[src/rtl/cpmath_io_port.sv]
// CPMath I/O port: switch-entry FIFO with a blocking or non-blocking read handshake
// toward the control unit, plus NUM_OUT addressable output registers.
module cpmath_io_port #(
    parameter int DATA_W   = 16,
    parameter int WORD_W   = 32,
    parameter int DEPTH    = 4,
    parameter int NUM_OUT  = 2,
    parameter int BLOCKING = 1,
    localparam int SEL_W   = (NUM_OUT > 1) ? $clog2(NUM_OUT) : 1,
    localparam int CNT_W   = $clog2(DEPTH) + 1
) (
    input  logic                      clk,
    input  logic                      reset,
    input  logic [DATA_W-1:0]         switch,
    input  logic                      enter,
    input  logic                      rd_req,
    output logic [WORD_W-1:0]         rd_data,
    output logic                      rd_valid,
    output logic                      stall,
    input  logic                      wr_en,
    input  logic [SEL_W-1:0]          wr_sel,
    input  logic [WORD_W-1:0]         wr_data,
    output logic [NUM_OUT*WORD_W-1:0] out_data,
    output logic [CNT_W-1:0]          count,
    output logic                      full,
    output logic                      empty,
    output logic                      overflow,
    output logic                      underflow,
    input  logic                      clear_flags
);

    localparam int PTR_W = $clog2(DEPTH);

    logic [DATA_W-1:0] r_mem [DEPTH];
    logic [PTR_W-1:0]  r_wr_ptr, r_rd_ptr;
    logic [CNT_W-1:0]  r_count;
    logic              r_enter_q;
    logic              r_pending;
    logic [WORD_W-1:0] r_rd_data;
    logic              r_rd_valid;
    logic              r_overflow, r_underflow;
    logic [WORD_W-1:0] r_out [NUM_OUT];

    logic w_push, w_pop, w_accept, w_empty, w_full;
    logic w_ovf_set, w_unf_set;

    assign w_empty  = (r_count == '0);
    assign w_full   = (r_count == CNT_W'(DEPTH));
    assign w_push   = enter & ~r_enter_q;
    // Emptiness is taken from registered state, so a push into an empty FIFO
    // can only be popped on a later edge.
    assign w_pop    = (rd_req | r_pending) & ~w_empty;
    assign w_accept = w_push & (~w_full | w_pop);
    assign w_ovf_set = w_push & w_full & ~w_pop;
    assign w_unf_set = (BLOCKING == 0) & rd_req & w_empty;

    always_ff @(posedge clk) begin
        if (w_accept)
            r_mem[r_wr_ptr] <= switch;
    end

    always_ff @(posedge clk or posedge reset) begin
        if (reset) begin
            r_wr_ptr    <= '0;
            r_rd_ptr    <= '0;
            r_count     <= '0;
            r_enter_q   <= 1'b1;
            r_pending   <= 1'b0;
            r_rd_data   <= '0;
            r_rd_valid  <= 1'b0;
            r_overflow  <= 1'b0;
            r_underflow <= 1'b0;
        end else begin
            r_enter_q <= enter;
            if (w_accept)
                r_wr_ptr <= r_wr_ptr + PTR_W'(1);
            if (w_pop)
                r_rd_ptr <= r_rd_ptr + PTR_W'(1);
            if (w_accept && !w_pop)
                r_count <= r_count + CNT_W'(1);
            else if (!w_accept && w_pop)
                r_count <= r_count - CNT_W'(1);

            if (r_pending)
                r_pending <= ~w_pop;
            else
                r_pending <= (BLOCKING != 0) & rd_req & w_empty;

            if (w_pop) begin
                r_rd_data  <= WORD_W'(r_mem[r_rd_ptr]);
                r_rd_valid <= 1'b1;
            end else if (w_unf_set) begin
                r_rd_data  <= '0;
                r_rd_valid <= 1'b1;
            end else begin
                r_rd_valid <= 1'b0;
            end

            if (w_ovf_set)
                r_overflow <= 1'b1;
            else if (clear_flags)
                r_overflow <= 1'b0;
            if (w_unf_set)
                r_underflow <= 1'b1;
            else if (clear_flags)
                r_underflow <= 1'b0;
        end
    end

    always_ff @(posedge clk or posedge reset) begin
        if (reset)
            r_out <= '{default: '0};
        else if (wr_en && (32'(wr_sel) < NUM_OUT))
            r_out[wr_sel] <= wr_data;
    end

    always_comb begin
        out_data = '0;
        for (int unsigned k = 0; k < NUM_OUT; k++)
            out_data[k*WORD_W +: WORD_W] = r_out[k];
    end

    assign rd_data   = r_rd_data;
    assign rd_valid  = r_rd_valid;
    assign stall     = r_pending;
    assign count     = r_count;
    assign full      = w_full;
    assign empty     = w_empty;
    assign overflow  = r_overflow;
    assign underflow = r_underflow;

endmodule

[config.mk]
export PLATFORM = sky130hd
export DESIGN_NAME = cpmath_io_port
export DESIGN_NICKNAME = d
export VERILOG_FILES = /design/src/rtl/cpmath_io_port.sv
export SDC_FILE = /design/constraint.sdc
export NUM_CORES = 1
export LEC_CHECK = 0
export CAP_MARGIN = 5
export CORE_MARGIN = 2
export CORE_UTILIZATION = 44
export CTS_BUF_LIST = sky130_fd_sc_hd__clkbuf_4 sky130_fd_sc_hd__clkbuf_8
export DETAILED_ROUTE_END_ITERATION = 8
export GPL_TIMING_DRIVEN = 1
export MAX_ROUTING_LAYER = met4
export PLACE_DENSITY_LB_ADDON = 0.12
export RECOVER_POWER = 100
export SYNTH_ARGS = -nofsm -noshare
export SYNTH_HDL_FRONTEND = slang
export SYNTH_SLANG_ARGS = --single-unit
[constraint.sdc]
create_clock -name clk -period 4.3 [get_ports clk]
set_clock_uncertainty 0.2 [all_clocks]
set_input_delay 0.86 -clock clk [delete_from_list [all_inputs] [get_ports clk]]
set_output_delay 0.86 -clock clk [all_outputs]
set_load 0.02 [all_outputs]
# == After elaboration in Yosys (flattened, before gate mapping) ==
# Memory sizes are Yosys's and may differ from the RTL's. A register that Yosys moved wholly into a read port is not among the register bits.
# Cells that the tools add are included.
# Widths: inputs -> output; s select.
# word_totals
reg_bits,75
latch_bits,0
mem_bits_rw,64
mem_bits_ro,0
inputBits,55
output_inout_bits,105
mem_count,1
# op_classes
addsub,4
n_mul,0
n_div,0
n_lt_le_gt_ge,2
eq_ne,1
shift,0
muxes,11
n_bitwise,13
n_reduce_logical,8
# mem_list
memory,depth,width,read_ports,rd_clocked_by_memory_dff,wr,line_no,rtl
r_mem,4,16,1,1,1,34,logic [DATA_W-1:0] r_mem [DEPTH];
# op_table
op,count
$bwmux 64,1
$demux 32 s1,1
$mux 32,1
$and 1x1->1,6
$mux 1,6
$mux 3,2
$add 2x1->2 const B,2
$not 1->1,4
$reduce_bool 2->1,2
$add 3x1->3 const B,1
$eq 3x3->1 const B,1
$logic_and 1x1->1,3
$logic_not 3->1,1
$sub 3x1->3 const B,1
$ge 2x2->1 const B,1
$logic_not 1->1,2
$lt 2x1->1 const B,1
$not 1->2,1
$or 1x1->1,2

# == Longest topological paths before layout ==
# Gate-level depths: netlist of run 1.
# depth
depth_word,9
depth_mapped,10

# == Least setup slack after synthesis of run 1 ==
# OpenSTA, ideal clock, no wires.
# synth_timing
path_type,input -> register
startpoint,input port rd_req
endpoint,register r_count[2] (netlist: count[2])
setup_time_ns,0.080
arrival_time_ns,2.431
t_required_ns,4.020
path_slack_ns,1.589
cell_stages,10
path_buffers,1
path_cell_list,nor2_1 nor2_2 inv_4 buf_4 ha_1 inv_1 fa_1 xor2_1 nor2_1 xor2_1
# synth_via
elab_chain_len,7
# synth_lines
element,line_no,rtl
"start, declared",16,"input logic rd_req,"
$or 1x1->1 (*),52,assign w_pop = (rd_req | r_pending) & ~w_empty;
$and 1x1->1 (*),52,
named net w_pop,44,"logic w_push, w_pop, w_accept, w_empty, w_full;"
$or 1x1->1,53,assign w_accept = w_push & (~w_full | w_pop);
$and 1x1->1,53,
$logic_not 1->1,81,else if (!w_accept && w_pop)
$logic_and 1x1->1,81,
$reduce_bool 2->1 (no line),--,
"end signal, assigned",80,r_count <= r_count + CNT_W'(1);
"end signal, assigned",82,r_count <= r_count - CNT_W'(1);
"end, declared",36,logic [CNT_W-1:0] r_count;
# The timed path passes the listed nets; every way through them passes the cells marked *.
# A chain may end at the register's enable or synchronous reset.

==> results of run 1 <==
## how the worst max path moves through the flow
stage / depth (start not counted) / to / startpoint
2_1_floorplan: 1 / count[0]$_DFFE_PP0P_ / reset
3_3_place_gp: 10 / count[2]$_DFFE_PP0P_ / rd_req
3_5_place_dp: 10 / count[2]$_DFFE_PP0P_ / rd_req
4_1_cts: 2 / full / count[0]$_DFFE_PP0P_
5_1_grt: 4 / out_data[36]$_DFFE_PP0P_ / wr_en
6_report: 4 / out_data[36]$_DFFE_PP0P_ / wr_en
## synthesized netlist by cell type (2+ instances only)
| cell type | number |
|---|---|
| xor2_1 | 3 |
| mux2_1 | 3 |
| edfxtp_1 | 64 |
| xnor2_1 | 3 |
| mux2_2 | 79 |
| buf_2 | 8 |
| buf_4 | 18 |
| and2_1 | 4 |
| nor2_1 | 3 |
| dfrtp_1 | 90 |
| inv_1 | 6 |
| ha_1 | 5 |
| mux4_1 | 5 |
| mux4_2 | 11 |
| nand2_1 | 2 |
| nand2b_1 | 2 |
## final cells by class
type | instances | share of cell area [%]
multi-input combinational | 144 | 20.1
clock buffer | 20 | 3.30
inverter | 7 | 0.378
sequential | 155 | 52.8
timing repair buffer | 146 | 18.2
tap | 176 | 2.77
clock inverter | 12 | 2.44
## sequential cells by signal, summed over array words and instances (netlist names), 2 cells and up
| signal | flops |
|---|---|
| out_data | 64 |
| rd_data | 16 |
| r_mem | 64 |
| r_rd_ptr | 2 |
| count | 3 |
| r_wr_ptr | 2 |
## metal layers
metal | part of all wire (%) | vias to the layer above | track usage (%)
li1 | - | 1445 | -
met4 | 1.5 | 0 | 6.98
met3 | 7.1 | 18 | 5.57
met2 | 48 | 114 | 25.8
met5 | 0 | - | -
met1 | 43 | 1618 | 20.9
## metrics by stage
step | cells | cell area (sq um) | util (%)
3_5_place_dp | 628 | 7510 | 56.7
4_1_cts | 660 | 7970 | 60.2
2_1_floorplan | 335 | 6050 | -
3_3_place_gp | 628 | 7510 | 56.7
6_report | 660 | 7950 | 60.1
5_1_grt | 660 | 7950 | 60.1
## power groups by stage
| stage | sequential, W | combinational (W) | clock [W] |
|---|---|---|---|
| global route | 0.00208 | 0.00135 | 0.00133 |
| floorplan | 0.00221 | 0.000650 | 0 |
| finish | 0.00203 | 0.00125 | 0.00122 |
| CTS | 0.00205 | 0.00135 | 0.00126 |
| detailed placement | 0.00208 | 0.00135 | 0 |
| global placement | 0.00207 | 0.00133 | 0 |
## worst max-delay path: cells and delay by family
kind                   cells  cell delay, ps
buffers and inverters      2            1950
AND/OR/NAND/NOR            1              70
multiplexers               1             450
## cells by family after synthesis
group                      Yosys count
xor gates and xnor gates             6
adders and majority gates            6
AOI/OAI and AO/OA                    2
muxes                               98
buffers and inverters               36
and+or+nand+nor                     15
other                                1
DFF                                155
==> results.py, run 1 <==
metrics = {
    "synth": {
        "synth_xor_area_share_pct": 0.878,
        "ys_warn_count": 0,
        "synth_cell_type_count": 29,
        "netlist_instances": 319,
        "avgSynthCellArea_sq_um": 18.8,
        "ys.flop_type": "dfrtp_1",
        "muxShareOfSynthArea_pct": 21.8,
        "ys_seq_elements": 155,
        "ys_seq_area_share_pct": 70.2,
        "synth_top_family_by_area": "multiplexers",
        "synth_edf_count": 64,
        "ys_top_cells_by_area": "dfrtp_1 (38%), edfxtp_1 (32%), mux2_2 (15%), mux4_2 (4.1%), buf_4 (2.3%)",
        "synth_compound_area_share_pct": 0.251,
        "synthAdderAreaFrac_pct": 1.38,
        "syn-cell-area_sq_um": 5990,
        "async_reset_ff_share_pct": 58.7,
        "synth_top_cell_area_share_pct": 37.6,
        "synth_simple_gate_area_share_pct": 1.53,
        "yosys.area.top_type": "dfrtp_1",
    },
    "power_and_ir_drop": {
        "p_leak_nw": 3.13,
        "switchingPower_w": 0.00130,
        "p_sw_share_pct": 28.8,
        "seqPwrFrac_pct": 45.1,
        "peakVddDrop_uv": 289,
        "power_w": 0.00450,
        "p_clk_share_pct": 27.1,
        "power_frac_comb_pct": 27.8,
        "p_per_area_nw_per_um2": 566,
        "intPower_w": 0.00320,
    },
    "floorplan": {
        "die-area_sq_um": 14600,
        "io-pin-count": 160,
        "die_h_microns": 121,
        "start_util_pct": 45.2,
        "fp-row-count": 42,
        "fp.coreArea_sq_um": 13200,
        "die_w_microns": 121,
    },
    "clocking": {
        "tritoncts": "yes",
        "hold_buffers": 0,
        "clk_pin_slew_ps": 70,
        "clock_path_buffers": 2,
        "root_buffer": "clkbuf_8",
        "htreeDepth": 4,
        "clk_latency_ps": 440,
        "numCtsBuffers": 17,
        "clock_sinks": 155,
        "post_cts_buffers": 0,
        "cts_resized": 0,
    },
    "route": {
        "wl_per_cell_microns": 16.9,
        "wl_mm": 11.2,
        "final_antenna_net_count": 0,
        "vias": 3195,
        "route.detailed.drc": 0,
        "vias_per_cell": 4.84,
        "drt_iter0_markers": 195,
        "firstDrtPassIters": 4,
    },
    "worst_setup_path": {
        "worst_ep_arrival_time_ps": 3350,
        "crit_path_max_fanout": 32,
        "reg2reg_depth": 3,
        "end_kind": "flip-flop",
        "critPathKind": "input pin to flip-flop",
        "r2r-end": "r_mem[1][4]$_DFFE_PP_",
        "r2r_slack_ps": 1560,
        "worstSetupStartpointType": "input pin",
        "required_ps": 4410,
        "cpPeakStageDelay_ps": 1400,
        "path_cells": "dlygate4sd3_1 -> nand2_1 -> clkbuf_1 -> mux2_2",
        "worstReg2RegStart": "count[2]$_DFFE_PP0P_",
        "cp_slowest_cell": "clkbuf_1",
    },
    "layout": {
        "layout.nets": 532,
        "multi_input_comb_area_sq_um": 1600,
        "layout_commonest_cell": "dlygate4sd3_1",
        "layout.area.seq_sq_um": 4200,
        "area_growth_pct": 32.8,
        "drive_gt1_share_pct": 26.4,
        "num-fill-cells": 1059,
        "layout_common_cells": "dlygate4sd3_1 (108), dfrtp_1 (90), mux2_2 (79), edfxtp_1 (64), clkdlybuf4s50_1 (34)",
        "diodes": 0,
    },
    "timing": {
        "hold_violations": 0,
        "finalSetupViolations": 0,
        "final.period_utilization_pct": 75.2,
        "rsz0062_at_grt": "no",
        "setup_tns_ps": 0,
        "tightestPinTransition_ps": 2160,
        "fin_crit_ps": 3240,
        "maxSlewHeadroom_pct": -45.1,
        "drv_slew": 117,
        "layout_setup_ws_ps": 1060,
        "max_freq_mhz": 309,
        "whs_ps": 290,
    },
    "worst_hold_path": {
        "hp-class": "flip-flop to flip-flop",
        "min_delay_worst_endpoint": "out_data[20]$_DFFE_PP0P_",
        "min_from": "out_data[20]$_DFFE_PP0P_",
        "hold_depth": 1,
    },
    "grt": {
        "grt_pass1_vias": 3372,
        "grt_usage_pct": 16.9,
        "grt_pass1_wl_mm": 17.8,
        "antenna_found_initial": 0,
        "overflow": 0,
        "grt_start_max_net_pins": 51,
    },
    "status": {
        "status": "complete, but fails checks",
        "failed_checks": "max-capacitance violations, max-slew violations",
    },
    "placement": {
        "hpwl_mm": 7.51,
        "gp_congestion": 0.724,
        "pre_cts_slack_ps": 1020,
        "io_buffer_count": 142,
    },
    "job": {
        "max_cap_viol_count": 3,
    },
}
Power figures use the tool's default switching activity.
==> run 2: changes to the inputs <==
==> constraint.sdc (replaced) <==
create_clock -name clk -period 3 [get_ports clk]
set_clock_uncertainty 0.2 [all_clocks]
set_input_delay 0.6 -clock clk [delete_from_list [all_inputs] [get_ports clk]]
set_output_delay 0.6 -clock clk [all_outputs]
set_load 0.02 [all_outputs]
==> results.py, run 2 (synthesis results as in run 1) <==
metrics = {
    "status": {
        "status": "completed",
    },
    "clocking": {
        "post_cts_buffers": 0,
        "clk_pin_slew_ps": 70,
        "numCtsBuffers": 17,
        "tritoncts": "yes",
        "root_buffer": "clkbuf_8",
        "clock_path_buffers": 2,
        "clock_sinks": 155,
        "hold_buffers": 0,
        "htreeDepth": 4,
        "clk_latency_ps": 430,
        "cts_resized": 0,
    },
    "timing": {
        "maxSlewHeadroom_pct": 19.5,
        "fin_crit_ps": 2710,
        "whs_ps": 294,
        "drv_slew": 0,
        "finalSetupViolations": 0,
        "rsz0062_at_grt": "no",
        "hold_violations": 0,
        "setup_tns_ps": 0,
        "max_freq_mhz": 368,
        "tightestPinTransition_ps": 1200,
        "final.period_utilization_pct": 90.5,
    },
    "floorplan": {
        "io-pin-count": 160,
        "fp.coreArea_sq_um": 13200,
        "die-area_sq_um": 14600,
        "die_w_microns": 121,
        "fp-row-count": 42,
        "start_util_pct": 45.2,
        "die_h_microns": 121,
    },
    "placement": {
        "io_buffer_count": 142,
        "gp_congestion": 0.708,
        "placed_area_sq_um": 7580,
        "hpwl_mm": 7.76,
        "place_inst": 634,
    },
    "grt": {
        "grt_busiest_layer": "met2",
        "antenna_found_initial": 0,
        "grt_start_max_net_pins": 37,
        "grtUsageMet2_pct": 27.1,
        "grt_pass1_vias": 3363,
        "grt_pass1_wl_mm": 17.9,
        "overflow": 0,
        "grt_usage_pct": 17.1,
        "use_met3_pct": 4.72,
        "gr-usage-met1_pct": 21.1,
    },
    "worst_setup_path": {
        "crit_path_max_fanout": 5,
        "end_kind": "output port",
        "worstSetupStartpointType": "flip-flop",
        "critPathKind": "flip-flop to output port",
        "worst_ep_arrival_time_ps": 1910,
        "path_cells": "nor3_1 -> dlygate4sd3_1",
        "cp_slowest_cell": "dlygate4sd3_1",
        "cpPeakStageDelay_ps": 720,
        "required_ps": 2200,
    },
    "route": {
        "final_antenna_net_count": 0,
        "wl_per_cell_microns": 17.1,
        "vias_per_cell": 4.88,
        "route.detailed.drc": 0,
        "drt_iter0_markers": 191,
        "vias": 3250,
        "firstDrtPassIters": 4,
        "wl_mm": 11.4,
    },
    "job": {
        "max_cap_viol_count": 0,
    },
    "layout": {
        "diodes": 0,
        "area_growth_pct": 33.4,
        "drive_gt1_share_pct": 27.8,
        "num-fill-cells": 1058,
        "layout_common_cells": "dlygate4sd3_1 (108), dfrtp_1 (90), mux2_2 (79), edfxtp_1 (64), clkdlybuf4s50_1 (34)",
        "layout.nets": 538,
        "multi_input_comb_area_sq_um": 1600,
        "final_area_sq_um": 7990,
        "final_cells": 666,
        "layout.area.seq_sq_um": 4200,
        "final_util_pct": 60.3,
        "layout_commonest_cell": "dlygate4sd3_1",
    },
    "power_and_ir_drop": {
        "p_leak_nw": 3.16,
        "p_per_area_nw_per_um2": 813,
        "peakVddDrop_uv": 490,
    },
    "worst_hold_path": {
        "hp-class": "flip-flop to flip-flop",
    },
}
run 2: critical path, delay by kind of cell (launching register included):
kind | cells | cell delay [ps]
AND/OR/NAND/NOR | 1 | 310
flip-flops | 1 | 460
buffers and inverters | 1 | 720
run 2: report_power, final:
part / internal [W] / switching (W) / total, W
clock: 0.00104 / 0.000726 / 0.00177
sequential: 0.00261 / 0.000219 / 0.00283
combinational: 0.000964 / 0.000933 / 0.00190
run 2: layout make-up:
cell class	instances	area share, %
repair buffers	152	18.5
flip-flops and latches	155	52.6
clock inverters	12	2.43
clock buffers	20	3.37
well taps	176	2.76
multi-input cells	144	20.0
inverters	7	0.360
run 2: final timing paths:
| check | from | cells after the start | end | slack, ps |
|---|---|---|---|---|
| max reg2reg | count[2]$_DFFE_PP0P_ | 8 | count[2]$_DFFE_PP0P_ | 500 |
| min | out_data[19]$_DFFE_PP0P_ | 1 | out_data[19]$_DFFE_PP0P_ | 290 |
| min in group asynchronous | reset | 2 | out_data[35]$_DFFE_PP0P_ | 660 |
| max | count[0]$_DFFE_PP0P_ | 2 | empty | 290 |
| max in group asynchronous | reset | 3 | out_data[57]$_DFFE_PP0P_ | 560 |
| min reg2reg | out_data[19]$_DFFE_PP0P_ | 1 | out_data[19]$_DFFE_PP0P_ | 290 |
run 2: layer usage:
metal  wire length [microns]  vias up  share of wire, %
li1                        -     1463                 -
met1                    5000     1658                44
met2                    5660      116                50
met3                     599       13               5.2
met4                     161        0               1.4
met5                       0        -                 0
run 2: metrics by stage:
step | power, W | worst slack [ps]
2_1_floorplan | 0.00409 | 369
3_3_place_gp | 0.00491 | 225
3_5_place_dp | 0.00496 | 122
4_1_cts | 0.00674 | 292
5_1_grt | 0.00685 | 144
6_report | 0.00649 | 285
